File: config.mk
export PLATFORM = sky130hd
export DESIGN_NAME = crypto_round_sequencer
export DESIGN_NICKNAME = d
export VERILOG_FILES = /design/src/rtl/crypto_round_sequencer.sv
export SDC_FILE = /design/constraint.sdc
export NUM_CORES = 1
export LEC_CHECK = 0
export CAP_MARGIN = 5
export CORE_MARGIN = 8
export CORE_UTILIZATION = 55
export DETAILED_ROUTE_END_ITERATION = 8
export DONT_BUFFER_PORTS = 1
export PLACE_DENSITY = 0.73
export SYNTH_ARGS = -nofsm -noshare
export SYNTH_HDL_FRONTEND = slang
export SYNTH_SLANG_ARGS = --single-unit
File: constraint.sdc
create_clock -name clk -period 2.2 [get_ports clk]
set_input_delay 0.44 -clock clk [delete_from_list [all_inputs] [get_ports clk]]
set_output_delay 0.44 -clock clk [all_outputs]
set_load 0.03 [all_outputs]
File: src/rtl/crypto_round_sequencer.sv
// crypto_round_sequencer
//   Control sequencer for the cryptographic core. It issues one datapath op
//   at a time over a valid/ack handshake and walks the encrypt or decrypt
//   op schedule for NUM_ROUNDS rounds. It also handles abort, an optional
//   ack timeout and illegal-mode reporting.
//
// Ports
//   clk       in   clock, rising edge
//   rst       in   asynchronous reset, active-low
//   start     in   begin an operation (sampled only in IDLE)
//   mode      in   01 encrypt, 10 decrypt, 00/11 illegal
//   abort     in   synchronous cancel of a running operation
//   op_ack    in   datapath accepts/completes the current op
//   op_valid  out  op_code/op_inv/round are valid
//   op_code   out  0 LOAD .. 8 OUT_KEY
//   op_inv    out  inverse transform select (decrypt)
//   round     out  round index of the current op
//   busy      out  operation in progress (ISSUE and DONE)
//   done      out  one-cycle completion pulse
//   err       out  one-cycle pulse on illegal mode, abort or timeout
module crypto_round_sequencer #(
  parameter int NUM_ROUNDS  = 4,
  parameter int CNT_W       = 3,
  parameter int ACK_TIMEOUT = 0
) (
  input  logic             clk,
  input  logic             rst,
  input  logic             start,
  input  logic [1:0]       mode,
  input  logic             abort,
  input  logic             op_ack,
  output logic             op_valid,
  output logic [3:0]       op_code,
  output logic             op_inv,
  output logic [CNT_W-1:0] round,
  output logic             busy,
  output logic             done,
  output logic             err
);

  localparam int TW = (ACK_TIMEOUT > 1) ? $clog2(ACK_TIMEOUT + 1) : 1;
  localparam logic [CNT_W-1:0] LAST_R   = CNT_W'(NUM_ROUNDS);
  localparam logic [TW-1:0]    TMO_LAST = (ACK_TIMEOUT > 0) ? TW'(ACK_TIMEOUT - 1) : '0;

  typedef enum logic [1:0] {S_IDLE, S_ISSUE, S_DONE, S_ERR} state_t;
  typedef enum logic [1:0] {PH_PRE, PH_RND, PH_POST} phase_t;
  typedef enum logic [3:0] {
    OP_LOAD       = 4'd0,
    OP_ADD_KEY    = 4'd1,
    OP_SUB_BYTES  = 4'd2,
    OP_SHIFT_ROWS = 4'd3,
    OP_MIX_COLS   = 4'd4,
    OP_KEY_EXPAND = 4'd5,
    OP_SAVE       = 4'd6,
    OP_OUT_DATA   = 4'd7,
    OP_OUT_KEY    = 4'd8
  } op_t;

  state_t           state_q, state_d;
  phase_t           phase_q, phase_d;
  logic [2:0]       step_q, step_d;
  logic [CNT_W-1:0] round_q, round_d;
  logic             inv_q, inv_d;
  logic [TW-1:0]    tcnt_q, tcnt_d;

  op_t  cur_op;
  logic last_rnd;
  logic skip_mix;
  logic tmo;

  // Final round of the schedule: NUM_ROUNDS for encrypt, 1 for decrypt.
  assign last_rnd = inv_q ? (round_q == CNT_W'(1)) : (round_q == LAST_R);
  // MIX_COLS sits at step 3 (encrypt) / step 4 (decrypt) and is dropped in
  // the final round, so the step before it jumps by two.
  assign skip_mix = last_rnd && (step_q == (inv_q ? 3'd3 : 3'd2));
  assign tmo      = (ACK_TIMEOUT > 0) && (state_q == S_ISSUE) && !op_ack
                    && (tcnt_q == TMO_LAST);

  always_comb begin
    cur_op = OP_LOAD;
    case (phase_q)
      PH_PRE:  cur_op = (step_q == 3'd0) ? OP_LOAD : OP_ADD_KEY;
      PH_RND: begin
        if (!inv_q) begin
          case (step_q)
            3'd0:    cur_op = OP_SAVE;
            3'd1:    cur_op = OP_SUB_BYTES;
            3'd2:    cur_op = OP_SHIFT_ROWS;
            3'd3:    cur_op = OP_MIX_COLS;
            3'd4:    cur_op = OP_KEY_EXPAND;
            default: cur_op = OP_ADD_KEY;
          endcase
        end else begin
          case (step_q)
            3'd0:    cur_op = OP_SHIFT_ROWS;
            3'd1:    cur_op = OP_SUB_BYTES;
            3'd2:    cur_op = OP_KEY_EXPAND;
            3'd3:    cur_op = OP_ADD_KEY;
            3'd4:    cur_op = OP_MIX_COLS;
            default: cur_op = OP_SAVE;
          endcase
        end
      end
      PH_POST: cur_op = (step_q == 3'd0) ? OP_OUT_DATA : OP_OUT_KEY;
      default: cur_op = OP_LOAD;
    endcase
  end

  always_comb begin
    state_d = state_q;
    phase_d = phase_q;
    step_d  = step_q;
    round_d = round_q;
    inv_d   = inv_q;
    tcnt_d  = tcnt_q;
    case (state_q)
      S_IDLE: begin
        if (start) begin
          if (mode == 2'b01 || mode == 2'b10) begin
            state_d = S_ISSUE;
            phase_d = PH_PRE;
            step_d  = '0;
            inv_d   = (mode == 2'b10);
            round_d = (mode == 2'b10) ? LAST_R : '0;
            tcnt_d  = '0;
          end else begin
            state_d = S_ERR;
          end
        end
      end
      S_ISSUE: begin
        // Abort and timeout take priority over a coincident ack.
        if (abort || tmo) begin
          state_d = S_ERR;
          round_d = '0;
          tcnt_d  = '0;
        end else if (op_ack) begin
          tcnt_d = '0;
          case (phase_q)
            PH_PRE: begin
              if (step_q == 3'd0) begin
                step_d = 3'd1;
              end else begin
                phase_d = PH_RND;
                step_d  = '0;
                round_d = inv_q ? LAST_R : CNT_W'(1);
              end
            end
            PH_RND: begin
              if (step_q == 3'd5) begin
                step_d = '0;
                if (last_rnd) begin
                  phase_d = PH_POST;
                  round_d = inv_q ? '0 : LAST_R;
                end else begin
                  round_d = inv_q ? round_q - CNT_W'(1) : round_q + CNT_W'(1);
                end
              end else begin
                step_d = skip_mix ? step_q + 3'd2 : step_q + 3'd1;
              end
            end
            default: begin
              if (step_q == 3'd0) begin
                step_d = 3'd1;
              end else begin
                state_d = S_DONE;
              end
            end
          endcase
        end else if (ACK_TIMEOUT > 0) begin
          tcnt_d = tcnt_q + TW'(1);
        end
      end
      S_DONE: begin
        state_d = S_IDLE;
        round_d = '0;
      end
      default: begin
        state_d = S_IDLE;
        round_d = '0;
      end
    endcase
  end

  always_ff @(posedge clk or negedge rst) begin
    if (!rst) begin
      state_q <= S_IDLE;
      phase_q <= PH_PRE;
      step_q  <= '0;
      round_q <= '0;
      inv_q   <= 1'b0;
      tcnt_q  <= '0;
    end else begin
      state_q <= state_d;
      phase_q <= phase_d;
      step_q  <= step_d;
      round_q <= round_d;
      inv_q   <= inv_d;
      tcnt_q  <= tcnt_d;
    end
  end

  assign op_valid = (state_q == S_ISSUE);
  assign op_code  = op_valid ? cur_op : OP_LOAD;
  assign op_inv   = op_valid && inv_q;
  assign round    = round_q;
  assign busy     = (state_q == S_ISSUE) || (state_q == S_DONE);
  assign done     = (state_q == S_DONE);
  assign err      = (state_q == S_ERR);

endmodule
==> flow_summary.json <==
{
  "detailedRoute.firstPassIterationCount": 5,
  "cp_slowest_stage_delay_ps": 460,
  "worst_hold_path.num_cells": 3,
  "hold_violations": 0,
  "setup_slack_ps": -271,
  "power_density_mw_per_mm2": 1490,
  "netlist.top_cell.by_area": "sky130_fd_sc_hd__dfrtp_1",
  "worst_r2r_path_depth": 6,
  "grt_pass1_vias": 1074,
  "r2r_start": "step_q[1]",
  "synth-seq-cells": 11,
  "initial_utilization": 0.585,
  "grtUsageTotal": 0.173,
  "stdcell_area_sq_mm": 0.00144,
  "worstHoldEndpoint": "round[0]",
  "reg_to_reg_slack_setup_ps": 190,
  "synth_enable_flop_cells": 0,
  "total_leakage_power_nw": 0.620,
  "clock_tree.buffer_depth": 2,
  "drv_slew": 0,
  "min_path_type": "in -> reg",
  "maxCapViolCount": 0,
  "critical_path.cell_chain": "buf_4 -> ha_4 -> nor3_2 -> or3b_4 -> a311oi_2 -> o21a_2",
  "dp.final_hpwl_microns": 2250,
  "drt_iter0_drc": 70,
  "rsz0062_at_grt": "yes",
  "die_h_microns": 61.9,
  "synth-async-reset-ratio": 1.00,
  "rr_endpoint": "round[2]",
  "cp-startpoint": "step_q[0]",
  "drt_wl_total_microns": 3330,
  "startpoint_type": "register",
  "layout.cells.most_common_list": "sky130_fd_sc_hd__buf_4, sky130_fd_sc_hd__ha_1, sky130_fd_sc_hd__inv_1, sky130_fd_sc_hd__dfrtp_1, sky130_fd_sc_hd__nor2_1",
  "global_route_wire_length_before_repair_microns": 4920,
  "status": "finished, violations left",
  "via_per_inst": 6.38,
  "syn-mean-instance-area_sq_um": 8.72,
  "root_buffer": "sky130_fd_sc_hd__clkbuf_4",
  "violations": "negative setup slack",
  "place_area_sq_mm": 0.00127,
  "post_synth_design_cell_area_sq_mm": 0.00116,
  "share_of_the_clock_period_used_by_the_worst_path": 1.12,
  "final.min_clock_period_ps": 2470,
  "finalWeightedCongestion": 0.944,
  "fmax_mhz": 405,
  "core_region_area_sq_mm": 0.00198,
  "ys_seq_area_frac": 0.237,
  "remaining_drc_errors": 0,
  "grt_max_degree": 13,
  "antenna_cells": 0,
  "path_max_fanout": 5,
  "synth_fp_nets": 155,
  "grt-ovfl-total": 0,
  "clock_tree.htree_level_count": 1,
  "synth_warnings": 0,
  "synthDistinctLibCells": 47,
  "max-slew-margin-rel": 0.633,
  "initial_antenna_violation_count": 0,
  "clk_transition_reported_paths_ps": 80,
  "setup.worst_path.class": "reg -> out",
  "clk_sink_count": 11,
  "min-delay-start": "abort",
  "synth_area_leaders": "sky130_fd_sc_hd__dfrtp_1, sky130_fd_sc_hd__ha_1, sky130_fd_sc_hd__inv_1, sky130_fd_sc_hd__mux2i_1, sky130_fd_sc_hd__nand2b_1",
  "die_width_microns": 61.9,
  "final_core_utilization": 0.724,
  "cp_slowest_cell": "sky130_fd_sc_hd__dfrtp_2",
  "netlist_instances": 133,
  "post_route_cells_drive_above_1_share": 0.307,
  "commonest_non_fill_non_tap_cell_in_the_layout": "sky130_fd_sc_hd__buf_4",
  "layout.nets": 173,
  "port_bufs": 0,
  "postRouteAntennaNets": 0,
  "worst_ep_required_time_ps": 1760,
  "worst_margin_pin_slew_ps": 548,
  "route.detailed.wl_per_inst_microns": 18.8,
  "detailroute.via_count": 1129,
  "final_cells": 177,
  "ir_drop_mv": 1.01,
  "synth_top_flop_cell": "sky130_fd_sc_hd__dfrtp_1",
  "layout-area-overhead-vs-synth_pct": 23.7,
  "final_setup_fails": 3,
  "fin_worst_skew_ps": 9.93,
  "dp.cells": 168,
  "worstSetupEndpointType": "primary output",
  "arrival_ps": 2030,
  "row_count": 16,
  "post-synth-top-area-fraction": 0.237,
  "pin_count": 19,
  "cts_tree": "yes",
  "clock_latency_ps": 280,
  "cts_inserted_buffers": 3,
  "die_area_sq_mm": 0.00383
}
[what timing repair did]
item | 4_1_cts | 5_1_grt
resized for setup | 13 | 13
hold endpoints to repair | 11 | 0
hold buffers | 1 | 0
setup endpoints to repair | 4 | 4
setup buffers | 2 | 2
pin swaps | 6 | 8
[worst max-delay path, delay by kind of cell, from the launching register on]
| kind | cells | cell delay [ps] |
|---|---|---|
| buffers and inverters | 1 | 170 |
| DFF | 1 | 460 |
| and+or+nand+nor | 2 | 430 |
| AOI/OAI and AO/OA | 2 | 530 |
| adders and majority gates | 1 | 150 |
[worst max-delay path by stage]
stage	cells past startpoint	end	slack [ps]
final	6	op_code[0]	-270
after global placement	6	op_code[0]	70
after detailed placement	6	op_code[0]	-20
after floorplan	6	op_code[0]	10
after CTS	6	op_code[0]	-180
after global routing	6	op_code[0]	-310
[per-stage QoR]
step	setup WS (ps)	hold slack, ps	power (mW)	setup TNS [ps]
final	-271	391	2.14	-734
after global routing	-312	393	2.28	-904
after CTS	-180	380	1.95	-460
after detailed placement	-22.0	145	1.72	-22.0
after global placement	72.2	145	1.68	0
after floorplan	12.6	144	1.42	0
[cell families after synthesis]
group	count (synthesis)	share of synthesized area
DFF	11	0.237
adders and majority gates	15	0.162
buffers and inverters	17	0.0626
muxes	6	0.0539
xor gates and xnor gates	3	0.0227
AOI/OAI and AO/OA	37	0.238
and+or+nand+nor	44	0.223
[synth_stat cells, types with 2 or more instances]
cell type / instances
sky130_fd_sc_hd__ha_1: 15
sky130_fd_sc_hd__dfrtp_1: 11
sky130_fd_sc_hd__inv_1: 11
sky130_fd_sc_hd__a21oi_1: 6
sky130_fd_sc_hd__nor2_1: 6
sky130_fd_sc_hd__nand2b_1: 5
sky130_fd_sc_hd__clkbuf_1: 4
sky130_fd_sc_hd__mux2i_1: 4
sky130_fd_sc_hd__nand2_1: 4
sky130_fd_sc_hd__nand3_1: 4
sky130_fd_sc_hd__nor2b_1: 4
sky130_fd_sc_hd__o21a_1: 4
sky130_fd_sc_hd__o21ai_0: 4
sky130_fd_sc_hd__and2_1: 3
sky130_fd_sc_hd__nor3_1: 3
sky130_fd_sc_hd__o2111ai_1: 3
sky130_fd_sc_hd__xnor2_1: 3
sky130_fd_sc_hd__a311oi_1: 2
sky130_fd_sc_hd__a31oi_1: 2
sky130_fd_sc_hd__a32oi_1: 2
sky130_fd_sc_hd__and3_1: 2
sky130_fd_sc_hd__mux2_2: 2
sky130_fd_sc_hd__nand3b_1: 2
sky130_fd_sc_hd__nor3b_1: 2
sky130_fd_sc_hd__nor4_1: 2
sky130_fd_sc_hd__o31ai_1: 2
[power by group]
part | switching [mW] | leakage (nW) | internal [mW]
sequential | 0.155 | 0.142 | 0.277
combinational | 0.874 | 0.463 | 0.684
clock | 0.0759 | 0.0150 | 0.0703
[sequential cells by signal, summed over array words and instances (netlist names)]
name	flops
inv_q	1
step_q	3
state_q	2
phase_q	2
round	3
[routing by layer]
| layer | wire, microns | GRT usage | vias to the layer above | share of wire |
|---|---|---|---|---|
| met5 | 0 | 0 | - | 0 |
| li1 | - | - | 530 | - |
| met3 | 253 | 0.0473 | 10 | 0.076 |
| met1 | 1340 | 0.203 | 531 | 0.40 |
| met2 | 1650 | 0.276 | 58 | 0.49 |
| met4 | 88 | 0.0942 | 0 | 0.026 |
[final cells by class]
type | count | area (sq um)
fill | 133 | 547
multi-input combinational | 105 | 898
tap | 27 | 33.8
clock buffer | 4 | 26.3
timing repair buffer | 19 | 153
sequential | 11 | 278
inverter | 11 | 46.3
(Power assumes the default switching activity.)
